[src/rtl/instr_fetch.sv]
// Instruction fetch/issue sequencer: owns the PC, reads instruction memory over req/ack,
// presents the latched instruction and computes the next PC from execute results.
module instr_fetch #(
  parameter logic [31:0] RESET_PC = 32'h0000_0000,
  parameter int unsigned MAX_WAIT = 15
) (
  input  logic        Clk,
  input  logic        Rst,
  output logic        imem_req,
  output logic [31:0] imem_addr,
  input  logic        imem_ack,
  input  logic [31:0] imem_rdata,
  output logic [31:0] instr,
  output logic [5:0]  opcode,
  output logic        instr_valid,
  output logic [31:0] pc,
  input  logic        Branch,
  input  logic        Jump,
  input  logic        Zero,
  input  logic        retire,
  output logic        fetch_err
);

  typedef enum logic [2:0] {StReset, StFetch, StIssue, StExec, StError} state_e;

  localparam logic [7:0] WaitLast = 8'(MAX_WAIT - 1);

  state_e      state_q, state_d;
  logic [31:0] pc_q, pc_d;
  logic [31:0] instr_q, instr_d;
  logic [7:0]  wait_q, wait_d;

  logic [31:0] pc4, br_target, jmp_target;

  assign pc4        = pc_q + 32'd4;
  assign br_target  = pc4 + {{14{instr_q[15]}}, instr_q[15:0], 2'b00};
  assign jmp_target = {pc4[31:28], instr_q[25:0], 2'b00};

  always_comb begin
    state_d     = state_q;
    pc_d        = pc_q;
    instr_d     = instr_q;
    wait_d      = wait_q;
    imem_req    = 1'b0;
    instr_valid = 1'b0;
    fetch_err   = 1'b0;
    unique case (state_q)
      StReset: begin
        wait_d  = 8'd0;
        state_d = StFetch;
      end
      StFetch: begin
        imem_req = 1'b1;
        // An ack on the last allowed cycle still wins over the timeout.
        if (imem_ack) begin
          instr_d = imem_rdata;
          wait_d  = 8'd0;
          state_d = StIssue;
        end else if (wait_q == WaitLast) begin
          state_d = StError;
        end else begin
          wait_d = wait_q + 8'd1;
        end
      end
      StIssue: begin
        instr_valid = 1'b1;
        state_d     = StExec;
      end
      StExec: begin
        if (retire) begin
          if (Jump) begin
            pc_d = jmp_target;
          end else if (Branch && Zero) begin
            pc_d = br_target;
          end else begin
            pc_d = pc4;
          end
          wait_d  = 8'd0;
          state_d = StFetch;
        end
      end
      StError: begin
        fetch_err = 1'b1;
      end
      default: begin
        state_d = StReset;
      end
    endcase
  end

  always_ff @(posedge Clk or negedge Rst) begin
    if (!Rst) begin
      state_q <= StReset;
      pc_q    <= RESET_PC;
      instr_q <= 32'd0;
      wait_q  <= 8'd0;
    end else begin
      state_q <= state_d;
      pc_q    <= pc_d;
      instr_q <= instr_d;
      wait_q  <= wait_d;
    end
  end

  assign imem_addr = pc_q;
  assign pc        = pc_q;
  assign instr     = instr_q;
  assign opcode    = instr_q[31:26];

endmodule

[config.mk]
export PLATFORM = sky130hd
export DESIGN_NAME = instr_fetch
export DESIGN_NICKNAME = d
export VERILOG_FILES = /design/src/rtl/instr_fetch.sv
export SDC_FILE = /design/constraint.sdc
export NUM_CORES = 1
export LEC_CHECK = 0
export CORE_UTILIZATION = 52
export CTS_BUF_LIST = sky130_fd_sc_hd__clkbuf_4
export DETAILED_ROUTE_END_ITERATION = 10
export PLACE_DENSITY = 0.86
export SLEW_MARGIN = 10
export SYNTH_ARGS = -nofsm -noshare
export SYNTH_HDL_FRONTEND = slang
export SYNTH_SLANG_ARGS = --single-unit
[constraint.sdc]
create_clock -name Clk -period 3.9 [get_ports Clk]
set_clock_uncertainty 0.1 [all_clocks]
set_input_delay 0.78 -clock Clk [delete_from_list [all_inputs] [get_ports Clk]]
set_output_delay 0.78 -clock Clk [all_outputs]
set_load 0.005 [all_outputs]
==> impl_metrics.csv <==
group,metric,value,unit
cells_and_area,syn_to_final_growth,30.0,%
critical_path,r2r_cells,17,
floorplanning,coreArea,0.0110,mm²
pwr,ir_worst_vdd,587,µV
grt,antenna_found_initial,0,
sta,slew_headroom,0.379,
critical_path,critPathArrivalTime,4150,ps
sta,holdWs,364,ps
floorplanning,die_h,109,µm
routing,route.met2.wl,8650,µm
critical_path,worstPathMaxFanout,9,
critical_path,crit_chain,"and4_4 -> and3_4 -> buf_6 -> nand4_1 -> xnor2_2 -> ha_1 -> buf_4 -> nand2_1 -> o21ai_1 -> a41oi_2 -> a21oi_2 -> a221oi_2 -> buf_4 -> o41ai_2 -> xor2_1 -> o22ai_1 -> a21oi_1",
routing,remaining_drc_errors,0,
routing,wire_per_inst,19.0,µm
worst_hold_path,hold_path_class,"primary input to async pin",
placement,io_buffers,139,
grt,grt_max_degree,74,
cells_and_area,fillers,785,
sta,worst_pin_slew,931,ps
routing,drt-total-wl,18300,µm
logic_synthesis,synthFlopType,"dfrtp_1",
cts,clkTransAtPathRegs,140,ps
critical_path,crit_path_frequent_cell,"buf_4",
pwr,pwr-share-comb,0.704,
critical_path,worstPathRequired,4180,ps
cells_and_area,insertedDiodeCount,0,
floorplanning,io_pins,144,
grt,first_global_vias,5706,
routing,routed_via_density,6.21,
cts,cts-root-buf,"clkbuf_4",
pwr,leakagePower,3.23,nW
logic_synthesis,synthDistinctLibCells,62,
routing,wl_met3,1780,µm
critical_path,cpPeakStageDelay,440,ps
sta,finalCritPeriodShare,0.991,
cts,h-tree-depth,3,
floorplanning,dieArea,0.0119,mm²
critical_path,slowest_stage,"dfrtp_1",
cts,cts-buffers-inserted,9,
sta,slew_violations,0,
grt,grt_pass1_wl,28400,µm
sta,clock.fmax,259,MHz
cts,clk_latency,440,ps
critical_path,crit_type,"flip-flop to flip-flop",
pwr,power,7.34,mW
sta,fin_crit,3870,ps
grt,grt.total_usage,0.310,
routing,top_layer,"met4",
placement,gp_congestion,0.971,
cells_and_area,layout-drive-gt1-share,0.153,
cells_and_area,multi_input_area,0.00383,mm²
floorplanning,die_w,109,µm
floorplanning,initial_core_util,0.541,
run_status,status,"completed",
critical_path,cp-end-kind,"flip-flop",
cells_and_area,register_area,0.00183,mm²
job,maxCapViolations,0,
logic_synthesis,synthCells,699,
logic_synthesis,synth_edf_count,0,
routing,via_count,5996,
routing,dr.pass1.iters,5,
pwr,clkPwrFrac,0.075,
sta,hold_viol,0,
logic_synthesis,async_reset_ff_frac,1.00,
placement,dpl.hpwl,13000,µm
grt,grt_overflow,0,
cells_and_area,layout.nets,901,
routing,met1_length,7330,µm
cts,clockBufferDepth,2,
sta,finalSetupTns,0,ps
pwr,switching_share,0.458,
logic_synthesis,syn_area,0.00594,mm²
floorplanning,fp-row-count,38,
logic_synthesis,synth_area_per_cell,8.50,µm²
routing,ant_nets,0,
pwr,p_switching,3.36,mW
pwr,pwr-share-seq,0.221,
cells_and_area,final_core_util,0.703,
pwr,p_int,3.98,mW
cts,cts.sinks,73,
critical_path,setup.worst_path.start_class,"flip-flop",
pwr,power_density,950,mW/mm²
logic_synthesis,ys_warn_count,0,
logic_synthesis,ys_seq_elements,73,
routing,drtIter0Drc,501,
cells_and_area,instances_no_fill,966,
cts,cts_tree,"done",
logic_synthesis,yosysSeqAreaShare,0.307,
placement,dp_cells,932,
sta,setup_viol,0,
critical path: cells and delay by family (launching register included):
family	cells	cell delay, ps
fa+ha+maj	1	370
buf+inv	3	430
flops	1	440
compound gates	7	1370
xor+xnor	2	410
simple gates	4	690
cell type report:
cell class,count,area share
clock inverter,6,0.0109
clock buffer,9,0.00875
timing repair buffer,177,0.217
inverter,14,0.00680
sequential,73,0.237
multi-input combinational,547,0.496
tap,140,0.0227
through the flow:
step / area (µm²) / setup WS, ps
after floorplan: 5950 / 255
after global placement: 7240 / -60.4
after detailed placement: 7240 / -154
after CTS: 7420 / 13.0
after global routing: 7720 / -98.8
final: 7720 / 33.7
sequential cells by signal, summed over array words and instances (netlist names):
name / flops
state_q: 3
instr: 32
wait_q: 8
imem_addr: 30
logic make-up after synthesis:
kind of cell / synth area share
flops: 0.307
compound gates: 0.188
mux: 0.0691
buf+inv: 0.0788
fa+ha+maj: 0.0855
simple gates: 0.188
xor+xnor: 0.0823
other cells: 0.000631
routing by layer:
layer	up-vias	global-route usage
li1	2703	-
met1	2856	0.413
met2	370	0.511
met3	67	0.0502
met4	0	0.102
met5	-	0
path summary, 6_finish.rpt:
path                                                  end  slack (ps)                      from
worst max-delay path            imem_addr[29]$_DFFE_PN0P_          30  imem_addr[7]$_DFFE_PN0P_
worst min-delay path                 instr[5]$_DFFE_PN0P_         360                       Rst
worst max register to register  imem_addr[29]$_DFFE_PN0P_          30  imem_addr[7]$_DFFE_PN0P_
worst min register to register      wait_q[2]$_DFFE_PN0P_         430     wait_q[2]$_DFFE_PN0P_
max in group asynchronous       imem_addr[10]$_DFFE_PN0P_        2700                       Rst
min in group Clk                    wait_q[2]$_DFFE_PN0P_         430     wait_q[2]$_DFFE_PN0P_
timing repair:
item | 4_1_cts | 5_1_grt
setup endpoints to repair | 4 | 10
hold buffers | 0 | 0
buffers inserted | 0 | 19
pin swaps | 0 | 19
gates resized for setup | 7 | 36
synthesized netlist by cell type (all sizes together), types with 2 or more instances:
library cell	n	area (µm²)
nand2	75	284
dfrtp	73	1830
o21ai	63	315
a21oi	57	285
buf	48	340
nor2	41	161
ha	39	488
xnor2	33	289
mux2	32	360
xor2	22	200
clkbuf	20	75.1
nand3	20	100
and3	18	113
inv	13	48.8
nand2b	12	75.1
nand4	11	68.8
nor3	11	55.1
a21o	10	75.1
nor2b	10	62.6
a211oi	7	52.6
o211ai	7	52.6
o21bai	7	52.6
o22ai	7	43.8
and2	6	37.5
and4	5	43.8
mux2i	5	50.1
or3	5	31.3
a221oi	3	32.5
a31oi	3	18.8
o21a	3	22.5
o221ai	3	26.3
or4	3	26.3
a2111oi	2	17.5
a21boi	2	15.0
a41oi	2	17.5
nand3b	2	15.0
nor3b	2	15.0
o211a	2	20.0
placed cells by master, fill, tap and decap left out, types with 29 or more instances in the layout:
cell             synthesis  routed
mux2_2                  32      32
buf_4                   40      38
nand2_1                 74      74
nor2_1                  40      38
xnor2_1                 33      29
a21oi_1                 57      54
o21ai_0                 62      59
ha_1                    39      36
clkdlybuf4s50_1          0     138
dfrtp_1                 73      68
power by group through the flow:
stage	logic [mW]	registers, mW	clock network (mW)
finish	5.17	1.62	0.547
CTS	4.68	1.59	0.549
floorplan	2.99	1.51	0
global route	5.59	1.67	0.586
detailed placement	4.59	1.60	0
global placement	4.47	1.57	0
No activity file was read; power rests on OpenSTA's default activity.
